File: src/rtl/aes_pkg.sv
`default_nettype none
// ============================================================================
// Module   : aes_pkg
// Brief    : Shared widths, latency and FSM encodings for the AES feeder path.
// Revision : 1.0 - initial release
// ============================================================================
package aes_pkg;

    localparam int AES_BLK_W    = 128;
    localparam int AES_KEY_W    = 128;
    localparam int AES_PIPE_LAT = 10;

    typedef enum logic [0:0] {
        S_FILL = 1'b0,
        S_EMIT = 1'b1
    } packState_t;

    // Byte idx 0 lands in the most significant byte of the block.
    function automatic logic [AES_BLK_W-1:0] placeByte(
        input logic [AES_BLK_W-1:0] blk,
        input logic [3:0]           idx,
        input logic [7:0]           b
    );
        logic [AES_BLK_W-1:0] res;
        res = blk;
        res[(AES_BLK_W - 8) - 8 * int'(idx) +: 8] = b;
        return res;
    endfunction

endpackage
`default_nettype wire

File: src/rtl/aes_valid_delay.sv
`default_nettype none
// ============================================================================
// Module   : aes_valid_delay
// Brief    : DEPTH-stage shift register that mirrors the encryptor latency.
// Revision : 1.0 - initial release
// ============================================================================
module aes_valid_delay #(
    parameter int DEPTH = 10,
    parameter int WIDTH = 9
) (
    input  logic             clk,
    input  logic             rst_n,
    input  logic [WIDTH-1:0] i_data,
    output logic [WIDTH-1:0] o_data
);

    logic [WIDTH-1:0] r_pipe [DEPTH];

    for (genvar i = 0; i < DEPTH; i++) begin : g_stage
        if (i == 0) begin : g_head
            always_ff @(posedge clk or negedge rst_n) begin
                if (!rst_n) r_pipe[i] <= '0;
                else        r_pipe[i] <= i_data;
            end
        end else begin : g_tail
            always_ff @(posedge clk or negedge rst_n) begin
                if (!rst_n) r_pipe[i] <= '0;
                else        r_pipe[i] <= r_pipe[i-1];
            end
        end
    end

    assign o_data = r_pipe[DEPTH-1];

endmodule
`default_nettype wire

File: src/rtl/aes_byte_packer.sv
`default_nettype none
// ============================================================================
// Module   : aes_byte_packer
// Brief    : Packs a byte stream into 128-bit AES blocks, holds the key and
//            delays {valid, tag} to line up with the encryptor output.
//            Optional idle flush of partial blocks: AES_PACK_TIMEOUT_EN.
// Revision : 1.0 - initial release
// ============================================================================
module aes_byte_packer
    import aes_pkg::*;
#(
    parameter int PIPE_LAT    = AES_PIPE_LAT,
    parameter int TAG_W       = 8,
    parameter int TIMEOUT_CYC = 256
) (
    input  logic                 clk,
    input  logic                 rst_n,
    input  logic [7:0]           i_byte,
    input  logic                 i_valid,
    output logic                 o_ready,
    input  logic [AES_KEY_W-1:0] i_key,
    input  logic                 i_key_load,
    output logic [AES_BLK_W-1:0] o_plaintext,
    output logic [AES_KEY_W-1:0] o_key,
    output logic                 o_blk_valid,
    output logic                 o_ct_valid,
    output logic [TAG_W-1:0]     o_ct_tag
);

    packState_t           r_state;
    logic [3:0]           r_byteCount;
    logic [AES_BLK_W-1:0] r_buffer;
    logic [AES_BLK_W-1:0] r_plaintext;
    logic [AES_KEY_W-1:0] r_key;
    logic                 r_ready;
    logic                 r_blkValid;
    logic [TAG_W-1:0]     r_tagCount;
    logic [TAG_W-1:0]     r_blkTag;

    logic                 w_xfer;
    logic                 w_lastByte;
    logic                 w_timeout;
    logic [AES_BLK_W-1:0] w_filled;
    logic [TAG_W:0]       w_delayOut;

    assign w_xfer     = i_valid && r_ready;
    assign w_lastByte = w_xfer && (r_byteCount == 4'd15);
    assign w_filled   = placeByte(r_buffer, r_byteCount, i_byte);

`ifdef AES_PACK_TIMEOUT_EN
    localparam int IDLE_W = $clog2(TIMEOUT_CYC + 1);

    logic [IDLE_W-1:0] r_idleCount;

    assign w_timeout = (r_state == S_FILL) && !w_xfer && (r_byteCount != 4'd0)
                    && (r_idleCount == IDLE_W'(TIMEOUT_CYC - 1));

    always_ff @(posedge clk or negedge rst_n) begin
        if (!rst_n) begin
            r_idleCount <= '0;
        end else if (w_xfer || w_timeout || (r_byteCount == 4'd0) || (r_state != S_FILL)) begin
            r_idleCount <= '0;
        end else begin
            r_idleCount <= r_idleCount + IDLE_W'(1);
        end
    end
`else
    assign w_timeout = 1'b0;
`endif

    always_ff @(posedge clk or negedge rst_n) begin
        if (!rst_n) begin
            r_state     <= S_FILL;
            r_byteCount <= 4'd0;
            r_buffer    <= '0;
            r_plaintext <= '0;
            r_key       <= '0;
            r_ready     <= 1'b0;
            r_blkValid  <= 1'b0;
            r_tagCount  <= '0;
            r_blkTag    <= '0;
        end else begin
            // Same-edge key load is visible alongside a block emitted on this edge.
            if (i_key_load) r_key <= i_key;

            case (r_state)
                S_FILL: begin
                    r_ready <= 1'b1;
                    if (w_lastByte || w_timeout) begin
                        // Buffer is cleared after every block, so a flush is zero-padded.
                        r_plaintext <= w_lastByte ? w_filled : r_buffer;
                        r_buffer    <= '0;
                        r_byteCount <= 4'd0;
                        r_blkValid  <= 1'b1;
                        r_ready     <= 1'b0;
                        r_blkTag    <= r_tagCount;
                        r_tagCount  <= r_tagCount + TAG_W'(1);
                        r_state     <= S_EMIT;
                    end else if (w_xfer) begin
                        r_buffer    <= w_filled;
                        r_byteCount <= r_byteCount + 4'd1;
                    end
                end
                S_EMIT: begin
                    r_blkValid <= 1'b0;
                    r_ready    <= 1'b1;
                    r_state    <= S_FILL;
                end
                default: begin
                    r_state <= S_FILL;
                end
            endcase
        end
    end

    aes_valid_delay #(
        .DEPTH (PIPE_LAT),
        .WIDTH (TAG_W + 1)
    ) u_validDelay (
        .clk    (clk),
        .rst_n  (rst_n),
        .i_data ({r_blkValid, r_blkTag}),
        .o_data (w_delayOut)
    );

    assign o_ready     = r_ready;
    assign o_plaintext = r_plaintext;
    assign o_key       = r_key;
    assign o_blk_valid = r_blkValid;
    assign o_ct_valid  = w_delayOut[TAG_W];
    assign o_ct_tag    = w_delayOut[TAG_W-1:0];

endmodule
`default_nettype wire

File: config.mk
export PLATFORM = sky130hd
export DESIGN_NAME = aes_byte_packer
export DESIGN_NICKNAME = d
export VERILOG_FILES = /design/src/rtl/aes_pkg.sv /design/src/rtl/aes_valid_delay.sv /design/src/rtl/aes_byte_packer.sv
export SDC_FILE = /design/constraint.sdc
export NUM_CORES = 1
export LEC_CHECK = 0
export CAP_MARGIN = 15
export CORE_MARGIN = 3
export CORE_UTILIZATION = 25
export CTS_CLUSTER_DIAMETER = 50
export DETAILED_ROUTE_END_ITERATION = 16
export GPL_ROUTABILITY_DRIVEN = 0
export PLACE_DENSITY = 0.46
export SLEW_MARGIN = 20
export SYNTH_ARGS = -nofsm -noshare
export SYNTH_HDL_FRONTEND = slang
export SYNTH_HIERARCHICAL = 1
export SYNTH_SLANG_ARGS = --single-unit
export TNS_END_PERCENT = 50
File: constraint.sdc
create_clock -name clk -period 3.5 [get_ports clk]
set_input_delay 0.525 -clock clk [delete_from_list [all_inputs] [get_ports clk]]
set_output_delay 0.525 -clock clk [all_outputs]
set_load 0.02 [all_outputs]
**Yosys cells after proc, flatten, opt, wreduce, memory -nomap -nowiden**

Cells that the tools add are included.

- Add/sub/neg operators: 4
- Multiply operators: 0
- Divide/modulo/power cells: 0
- Order comparisons: 0
- Equality and inequality tests: 2
- Shifts and indexed selects: 2
- Mux-type cells: 11
- Bitwise operators: 1
- Reduce and logical (&&, ||, !) cells: 5

Operators by type and width:

| kind | number |
|---|---|
| 128-bit 2-to-1 mux | 2 |
| 128-bit bitwise mux | 1 |
| 8-bit by 33-bit variable shift with 128-bit output, first input constant | 1 |
| 8-bit by 33-bit variable part select with 128-bit output | 1 |
| 8-bit negator with 33-bit output | 1 |
| 8-bit by 1-bit adder with 8-bit output, second input constant | 1 |
| 4-bit 2-to-1 mux | 2 |
| 7-bit by 7-bit subtractor with 8-bit output, first input constant | 1 |
| 1-bit case mux with 2 select lines | 3 |
| 4-bit by 1-bit adder with 4-bit output, second input constant | 1 |
| 4-bit == test, second input constant | 1 |
| 2-bit AND reduction | 2 |
| 1-bit 2-to-1 mux | 3 |
| 1-bit logical AND | 2 |
| 2-bit inequality test, second input constant | 1 |
| 2-bit nonzero test | 1 |
| 1-bit inverter | 1 |

- Register bits: 497
- Bits in latches: 0
- Bits in writable memories: 0
- Bits in read-only memories: 0
- Input port bits: 140
- Output and inout port bits: 267
- Memories: 0

**Logic depth before layout (Yosys ltp)**

Gate-level depths: netlist of run 1.

- Depth after elaboration: 6
- Gate-level depth with buffers: 11
- Mapped depth without buffers: 8

**Hierarchy**

The synthesis of run 1 kept the hierarchy.

Modules (own cells, without submodules):

| module | times used | cells each | area each (um2) |
|---|---|---|---|
| aes_byte_packer | 1 | 1343 | 15760.1 |
| aes_valid_delay | 1 | 99 | 2319.7 |

**Worst setup path after synthesis of run 1**

Ideal clock, no wire load.

- Path kind: reg-to-reg
- Start point: register r_byteCount[0]
- End point: register r_plaintext[24] (netlist: o_plaintext[24])
- Library setup time: 0.083 ns
- Arrival: 2.420 ns
- Data required time: 3.417 ns
- Path slack: 0.997 ns
- Cell stages (with the launch flop): 12
- Path buffers: 4
- Cells stage by stage: dfrtp_1 clkbuf_1 nand3_1 inv_1 ha_1 clkbuf_1 buf_1 nand3_1 buf_1 nor2_1 a21oi_1 o21ai_0

- Word-level cells in the longest chain between the ends: 4

Ends and longest elaborated chain:

| what | line | text |
|---|---|---|
| from (decl) | aes_byte_packer.sv:31 | `logic [3:0] r_byteCount;` |
| from (signal assigned) | aes_byte_packer.sv:101 | `r_byteCount <= r_byteCount + 4'd1;` |
| 7-bit by 7-bit subtractor with 8-bit output | aes_pkg.sv:26 | `res[(AES_BLK_W - 8) - 8 * int'(idx) +: 8] = b;` |
| 8-bit negator with 33-bit output | aes_pkg.sv:26 |  |
| 8-bit by 33-bit variable part select with 128-bit output / 8-bit by 33-bit variable shift with 128-bit output (equally long branches) | aes_pkg.sv:26 |  |
| 128-bit bitwise mux | aes_pkg.sv:26 |  |
| to (signal assigned) | aes_byte_packer.sv:91 | `r_plaintext <= w_lastByte ? w_filled : r_buffer;` |
| to (decl) | aes_byte_packer.sv:33 | `logic [AES_BLK_W-1:0] r_plaintext;` |

Several ways; a longest one is shown, not always the timed one.
A chain may end at the register's enable or synchronous reset.

**Worst setup path in the final report of run 1**

- Start point: register r_byteCount[0]
- End point: register r_tagCount[7]

- Word-level cells in the longest chain between the ends: 3

Ends and longest elaborated chain:

| what | line | text |
|---|---|---|
| 4-bit == test | aes_byte_packer.sv:47 | `assign w_lastByte = w_xfer && (r_byteCount == 4'd15);` |
| 1-bit logical AND | aes_byte_packer.sv:47 |  |
| 2-bit AND reduction (no source line) | n/a |  |
| to (signal assigned) | aes_byte_packer.sv:97 | `r_tagCount <= r_tagCount + TAG_W'(1);` |
| to (decl) | aes_byte_packer.sv:37 | `logic [TAG_W-1:0] r_tagCount;` |

Every way passes these cells.

==> results.txt, run 1 <==
The run finished with clean final reports. The area growth from synthesis to final layout was 42.3%. During placement, the flow inserted port buffers numbering 406. After the first detailed-routing iteration, the DRC count stood at 688.

In this run, synthesis produced a sequential element count of 497. The logs give 0.0181 mm^2 for the synthesized area and 82,800 um for the wire length of the first global-routing pass. Of the available clock period, the critical path in the final layout requires 83.2%. The share of total power dissipated in sequential elements is 39.6%. The post-route minimum period was 2.91 ns. In this run the deepest clock path goes through 3 buffers. The cell type contributing the most total cell area after synthesis is sky130_fd_sc_hd__dfrtp_1. Counting the buffers created by CTS gives 70. The die covers 0.0756 mm^2. The final core utilization came out at 36.3%. For the count of antenna diodes in the layout, the log shows 0. The biggest fanout along the worst timing path came out at 44. The dominant synthesized flop cell was sky130_fd_sc_hd__dfrtp_1. The run gives 0.0191 ns as the post-route clock skew. Setup violations remaining at the end of the flow were counted as 0. In this run the standard cell core region covers 0.0709 mm^2. The number of optimization iterations in the first detailed-route pass was 5; the synthesized netlist cell count was 1,442.

The initial antenna violation count was 5. Counting flops with an async set or reset pin after synthesis yields a share of 100%. The run gives 3.38 ns as the data arrival time of the critical path. The run gives 0 as the total count of hold-check failures in the final report. The net switching power was 6140 uW. The via count of the first global-routing pass is 13,063, and the layout cell share with drive strength beyond 1 is 15.2%.

Of the total power, the clock network draws 36.7%. The synthesized design contains 0 enable-type register cells. Timing would allow up to 343 MHz. Sorting the synthesized cells by area gives the leading types as sky130_fd_sc_hd__dfrtp_1 (69%), sky130_fd_sc_hd__mux2_2 (8.0%), sky130_fd_sc_hd__nand2_1 (7.6%). For the pin with the worst max-slew slack, the measured transition is 0.952 ns.

For the number of core rows, the log shows 97. The most used standard cell by instance count after synthesis was sky130_fd_sc_hd__dfrtp_1. By count the netlist is led by sky130_fd_sc_hd__dfrtp_1 (497), sky130_fd_sc_hd__nand2_1 (366), sky130_fd_sc_hd__mux2_2 (128).

The root buffer cell chosen for the clock tree is sky130_fd_sc_hd__clkbuf_16. TritonCTS built the clock tree. Across the run, the number of max-cap violations was 0.

The initial utilization of the core area, before any placement, comes to 25.5%. The H-tree was split into 3 levels. In this run the power density over the cells is 764 mW/mm^2. Counting distinct cell types in the post-synthesis netlist gives 43. The total half-perimeter wirelength after legalization and detailed placement was 38,600 um.

Share of power burned in combinational logic: 23.7%. Data on the critical path is required at its endpoint by 3.97 ns. The net count after synthesis was 1,587; the remaining number of nets flagged by the antenna check after routing was 0. Adding up every negative setup slack in the final design gives 0 ns.

The setup slack on the worst flop-to-flop path is 0.59 ns, and the internal power summed over all cells is 13,500 uW. Setup repair after global routing left no endpoint under its margin. The class of the most critical hold timing path was flip-flop to flip-flop. Clock-pin slew was measured on the worst setup and hold paths at 0.06 ns. Fill cells in the final layout number 6,918. The leakage dissipation is 0.0116 uW, and the I/O pin total is 407. The number of synthesis warnings came out at 6. For this run, the total global-route usage over all layers was measured as 14.3%. Summed over all layers, the global routing overflow is 0. Number of remaining DRC errors: 0. The chip height was 275 um; the clock sink count was 497.

The detailed-route via count was 12,551; the average detailed-routed wire length per instance was 19.2 um. The share of the synthesized area in the top cell type is 68.8%. Net switching is 31.3% of the power.

For the worst-skew pair, the clock arrives at the later sink with an insertion delay of 0.60 ns. Sequential elements use 68.8% of the synthesized area. The tools report the maximum number of pins on one net before global-route repair as 119. The wire length after detailed routing was 54,900 um.

The run gives 2,008 as the final layout net count. The post-route non-filler standard cell count was 2,860; the power after layout was 19,600 uW. The per-instance average area after synthesis was 12.5 um^2. The type of the worst setup path was flip-flop to flip-flop. The worst ir drop on vdd was 0.000335 V; the cell total after placement was 2,730. The final number of max-transition violations was 0. The worst setup path is launched from a flip-flop.

Headroom to the max-slew limit came out at 36.6%. The tools report the category of the worst setup path capture point as a flip-flop. Using the TritonRoute via totals, the vias-per-cell ratio works out to 4.39. In this run the horizontal extent of the chip is 275 um.
[cells by family (layout without fill, tap and decap cells)]
family | Yosys count | count (layout) | synth area share (%)
xor gates and xnor gates | 10 | 10 | 0.526
and+or+nand+nor | 492 | 492 | 11.3
adders and majority gates | 5 | 5 | 0.346
DFF | 497 | 497 | 68.8
muxes | 135 | 135 | 8.36
buffers and inverters | 97 | 575 | 2.27
AOI/OAI and AO/OA | 206 | 206 | 8.38
[power by group through the flow]
| stage | Clock (uW) | Combinational (uW) | Sequential (uW) |
|---|---|---|---|
| 3_3_place_gp | 0 | 4680 | 7870 |
| 4_1_cts | 7470 | 4750 | 7800 |
| 2_1_floorplan | 0 | 1870 | 8290 |
| 6_report | 7210 | 4650 | 7780 |
| 3_5_place_dp | 0 | 4720 | 7890 |
| 5_1_grt | 7730 | 5060 | 7940 |
[metal layers]
layer,track usage [%],vias up,share of wire [%]
met3,4.85,84,9.1
li1,-,5775,-
met4,4.67,8,2.3
met1,17.4,6252,40
met5,0,-,0.10
met2,23.9,432,48
[through the flow]
stage	hold slack [ns]	setup slack [ns]	area, um^2
global route	0.342	0.294	25700
finish	0.341	0.587	25700
CTS	0.313	0.567	25700
global placement	0.333	0.646	23300
detailed placement	0.335	0.586	23300
floorplan	0.229	0.997	18100
[registers in the layout, summed over array words and instances (netlist names)]
name	count
u_validDelay/r_pipe	81
o_blk_valid	1
r_byteCount	4
r_buffer	128
r_blkTag	8
o_plaintext	128
u_validDelay/o_data	9
o_key	128
r_tagCount	8
o_ready	1
r_state	1
[timing repair]
action                                 in CTS  in global routing
buffers inserted                            0                  0
resized for setup                           0                  0
endpoints found under the hold margin      62                  0
hold buffers                                1                  0
[layout make-up]
cell class | instances | area [um^2] | share of cell area, %
inverter | 6 | 25.0 | 0.0973
clock inverter | 38 | 465 | 1.81
multi-input combinational | 848 | 5240 | 20.4
clock buffer | 91 | 1940 | 7.55
sequential | 497 | 12400 | 48.4
tap | 940 | 1180 | 4.57
timing repair buffer | 440 | 4440 | 17.2
[cells in the final DEF (no fill, tap or decap), types with 21 or more instances in the layout]
master,count
sky130_fd_sc_hd__nand3_1,24
sky130_fd_sc_hd__a21oi_1,21
sky130_fd_sc_hd__clkbuf_16,71
sky130_fd_sc_hd__a31oi_1,24
sky130_fd_sc_hd__nand2_1,365
sky130_fd_sc_hd__nor2_1,50
sky130_fd_sc_hd__mux2_2,128
sky130_fd_sc_hd__clkdlybuf4s50_1,404
sky130_fd_sc_hd__dfrtp_1,497
sky130_fd_sc_hd__o21ai_0,26
sky130_fd_sc_hd__o21ai_1,27
sky130_fd_sc_hd__a22o_1,65
sky130_fd_sc_hd__buf_4,25
sky130_fd_sc_hd__a32o_1,24
[worst max-delay path, cell delays in order, from the launching register on]
cell                      delay [ns]
sky130_fd_sc_hd__dfrtp_1        0.56
sky130_fd_sc_hd__ha_1           0.45
sky130_fd_sc_hd__and3_1         0.65
sky130_fd_sc_hd__nand2_4        0.13
sky130_fd_sc_hd__inv_4          0.41
sky130_fd_sc_hd__and3_1         0.29
sky130_fd_sc_hd__nand4_1        0.13
sky130_fd_sc_hd__xnor2_1        0.15
[path summary, 6_finish.rpt]
path                                                    from                                to  cells past startpoint
max reg2reg                       r_byteCount[0]$_DFFE_PN0P_         r_tagCount[7]$_DFFE_PN0P_                      7
max                               r_byteCount[0]$_DFFE_PN0P_         r_tagCount[7]$_DFFE_PN0P_                      7
min                        u_validDelay/r_pipe[16]$_DFF_PN0_  u_validDelay/o_data[7]$_DFF_PN0_                      0
min in group asynchronous                              rst_n          r_buffer[31]$_DFFE_PN0P_                      2
max in group asynchronous                              rst_n              o_key[3]$_DFFE_PN0P_                      3
min reg2reg                u_validDelay/r_pipe[16]$_DFF_PN0_  u_validDelay/o_data[7]$_DFF_PN0_                      0
Power figures use the tool's default switching activity.
==> inputs of run 2 (changes only) <==
--- a/config.mk
+++ b/config.mk
@@ -11,7 +11,7 @@
 export CTS_CLUSTER_DIAMETER = 50
 export DETAILED_ROUTE_END_ITERATION = 16
 export GPL_ROUTABILITY_DRIVEN = 0
-export PLACE_DENSITY = 0.46
+export PLACE_DENSITY = 0.48
 export SLEW_MARGIN = 20
 export SYNTH_ARGS = -nofsm -noshare
 export SYNTH_HDL_FRONTEND = slang
==> constraint.sdc (replaced) <==
create_clock -name clk -period 2.5 [get_ports clk]
set_input_delay 0.375 -clock clk [delete_from_list [all_inputs] [get_ports clk]]
set_output_delay 0.375 -clock clk [all_outputs]
set_load 0.02 [all_outputs]
==> results.txt, run 2 (synthesis gave the netlist of run 1 again) <==
The tools report the data required time at the worst endpoint as 3.02 ns (-0.95 ns). The initial core utilization came out at 25.5% (unchanged). The run gives 39,900 um (+3.4%) as the total half-perimeter wirelength after legalization and detailed placement. The clock sink count is 497 (unchanged), and the wire length of the first global-routing pass is 83,700 um (+1.1%). Share of power burned in registers: 38.8% (-0.8 points). The final worst setup slack was 0.0782 ns (-0.509 ns). The clock root buffer was sky130_fd_sc_hd__clkbuf_16. The number of clock buffers inserted by TritonCTS was 70 (unchanged); the via density per instance was 4.41 (+0.52%). For the number of core rows, the log shows 97 (unchanged). The total count of hold-check failures in the final report is 0 (unchanged). The worst setup path is captured at a flip-flop. The placeable core region was 0.0709 mm^2 (unchanged). For the clock insertion delay at the later pin of the skew report, the log shows 0.59 ns (about the same). The data arrival time of the critical path came out at 2.94 ns (-0.44 ns). The number of optimization iterations in the first detailed-route pass was 4 (-1); the final layout net count was 2,043 (+1.7%). In the layout the commonest cells are sky130_fd_sc_hd__dfrtp_1 (497), sky130_fd_sc_hd__clkdlybuf4s50_1 (404), sky130_fd_sc_hd__nand2_1 (365), sky130_fd_sc_hd__mux2_2 (128), sky130_fd_sc_hd__clkbuf_16 (73).

TritonCTS built the clock tree. The run gives 0.000497 V (+48%) as the worst ir drop on vdd. Number of design-rule violations left by the first detailed-router iteration: 660 (-4.1%). The share of power burned in combinational logic was 24.3% (+0.6 points); the residual overflow from global routing was 0 (unchanged). The I/O pin total is 407 (unchanged), and the biggest fanout along the worst timing path is 9 (-80%). Smallest hold slack: 0.285 ns (-0.0555 ns).

The tools report the number of remaining DRC errors as 0 (unchanged). The run gives 0.0756 mm^2 (unchanged) as the full die area. Net switching share of the total power: 30.6% (-0.68 points). The setup-violating endpoint count in the final report was 0 (unchanged).

The maximum clock frequency was 413 MHz (+20%). The initial antenna violation count is 4 (-1), and the maximum number of pins on one net before global-route repair is 119 (unchanged). The remaining max-slew budget at the tightest pin is 44.1% (+7.6 points), and the clock share of power is 37.0% (+0.3 points).

The class of the most critical hold timing path was input pin to flip-flop. The flow ran to the end, and the final reports show no timing, DRC or antenna violations. The number of buffers on the longest clock path is 3 (unchanged), and the layout cell share with drive strength beyond 1 is 17.1% (+2.0 points). Startpoint type of the worst setup path: a flip-flop. Post-route minimum period: 2.42 ns (-0.491 ns). The clock-pin slew reported for the worst setup and hold paths after clock tree synthesis was 0.05 ns (about the same). The net switching power was 8570 uW (+40%); the count of buffers from port buffering was 406 (unchanged).

The max-capacitance violation count is 0 (unchanged), and the overall track demand over capacity in global routing is 14.4% (+0.12 points). The internal power summed over all cells was 19,500 uW (+44%); the die boundary width was 275 um (unchanged). The tools report the post-route clock skew as 0.0352 ns (+0.0161 ns). Type of the worst setup path: flip-flop to flip-flop. The chip height works out to 275 um (unchanged).

The remaining number of nets flagged by the antenna check after routing came out at 0 (unchanged). Final number of max-transition violations: 0 (unchanged). Maximum level of the CTS H-tree: 3 (unchanged). The logs give 13,436 (+2.9%) for the via count of the first global-routing pass and 0 (unchanged) for the count of antenna diodes in the layout. The leading cell type in the layout, fill and taps excluded was sky130_fd_sc_hd__dfrtp_1.

The area growth from synthesis to final layout is 44.5%, and the wire length after detailed routing is 55,300 um (+0.62%). Setup repair after global routing could not meet its margin everywhere. Power density over the cells: 1070 mW/mm^2 (+40%). The actual slew at the worst max-slew pin came out at 0.832 ns (-0.119 ns). The final worst-path cycle share is 96.9% (+14 points), and the leakage dissipation is 0.0119 uW (+2.0%).

The setup slack after placement was 0.0207 ns (-0.565 ns); the detailed-route via count was 12,757 (+1.6%). Average detailed-routed wire length per instance: 19.1 um (-0.50%).
[run 2: changes by cell type in the layout (fill, tap and decap cells not counted), moves of 3 or more]
cell / previous run / this run
sky130_fd_sc_hd__clkbuf_8: 9 / 5
sky130_fd_sc_hd__buf_4: 25 / 56
sky130_fd_sc_hd__clkinvlp_4: 7 / 4
sky130_fd_sc_hd__o21ai_2: 0 / 3
sky130_fd_sc_hd__bufinv_16: 6 / 10
sky130_fd_sc_hd__inv_6: 8 / 5
sky130_fd_sc_hd__buf_12: 9 / 13
sky130_fd_sc_hd__clkinv_4: 0 / 7
sky130_fd_sc_hd__o21ai_1: 27 / 24
[run 2: final cells by class]
| cell class | instances | area, um^2 |
|---|---|---|
| clock buffer | 87 | 1930 |
| fill | 6896 | 44700 |
| multi-input combinational | 848 | 5270 |
| timing repair buffer | 475 | 4750 |
| sequential | 497 | 12400 |
| clock inverter | 39 | 547 |
| tap | 940 | 1180 |
| inverter | 6 | 25.0 |
[run 2: power groups by stage]
stage	Combinational (uW)	Sequential, uW	Clock, uW
after floorplan	2620	11600	0
after global placement	6820	11000	0
after detailed placement	6910	11000	0
after CTS	6940	10900	10700
after global routing	7400	11100	11000
final	6800	10900	10400
[run 2: final timing paths]
| check | start | end | slack, ns | depth (start not counted) |
|---|---|---|---|---|
| worst max-delay path | r_byteCount[0]$_DFFE_PN0P_ | r_buffer[99]$_DFFE_PN0P_ | 0.08 | 6 |
| worst min-delay path | i_key_load | o_key[71]$_DFFE_PN0P_ | 0.29 | 2 |
| worst max register to register | r_byteCount[0]$_DFFE_PN0P_ | r_buffer[99]$_DFFE_PN0P_ | 0.08 | 6 |
| worst min register to register | u_validDelay/r_pipe[63]$_DFF_PN0_ | u_validDelay/r_pipe[54]$_DFF_PN0_ | 0.34 | 0 |
| max in group asynchronous | rst_n | o_key[65]$_DFFE_PN0P_ | 1.30 | 4 |
| min in group asynchronous | rst_n | o_plaintext[31]$_DFFE_PN0P_ | 0.32 | 2 |
[run 2: worst max-delay path: stages (launching register included)]
cell and delay [ns]:
sky130_fd_sc_hd__dfrtp_1 0.43, sky130_fd_sc_hd__ha_1 0.36, sky130_fd_sc_hd__nand2_1 0.09, sky130_fd_sc_hd__or4_4 0.49, sky130_fd_sc_hd__a2111oi_2 0.50, sky130_fd_sc_hd__and2_2 0.32, sky130_fd_sc_hd__a22o_1 0.17
[run 2: layer usage]
layer | global-route usage, % | routed length (um)
met5 | 0 | 36
met4 | 5.09 | 1370
met3 | 4.56 | 4660
met1 | 17.1 | 22400
met2 | 24.7 | 26800
[run 2: what timing repair did]
item | 4_1_cts | 5_1_grt
endpoints found under the setup margin | 0 | 101
buffers inserted | 0 | 0
hold buffers | 1 | 0
endpoints found under the hold margin | 48 | 0
resized for setup | 0 | 9
[run 2: metrics by stage]
step                      power, uW  util (%)  instances  TNS (ns)  cell area [um^2]
after detailed placement      17900      33.3       2765         0             23600
after global routing          29500      36.9       2892     -1.48             26100
after floorplan               14200         -       1442         0             18100
after global placement        17800      33.3       2765         0             23600
after CTS                     28500      36.8       2892         0             26100
final                         28000      36.9       2892         0             26100
==> inputs of run 3 (changes only) <==
--- a/config.mk
+++ b/config.mk
@@ -5,7 +5,7 @@
 export SDC_FILE = /design/constraint.sdc
 export NUM_CORES = 1
 export LEC_CHECK = 0
-export CAP_MARGIN = 15
+export CAP_MARGIN = 20
 export CORE_MARGIN = 3
 export CORE_UTILIZATION = 25
 export CTS_CLUSTER_DIAMETER = 50
==> results of run 3 <==
No change in the layout: final DEF, timing and power equal those of run 2.
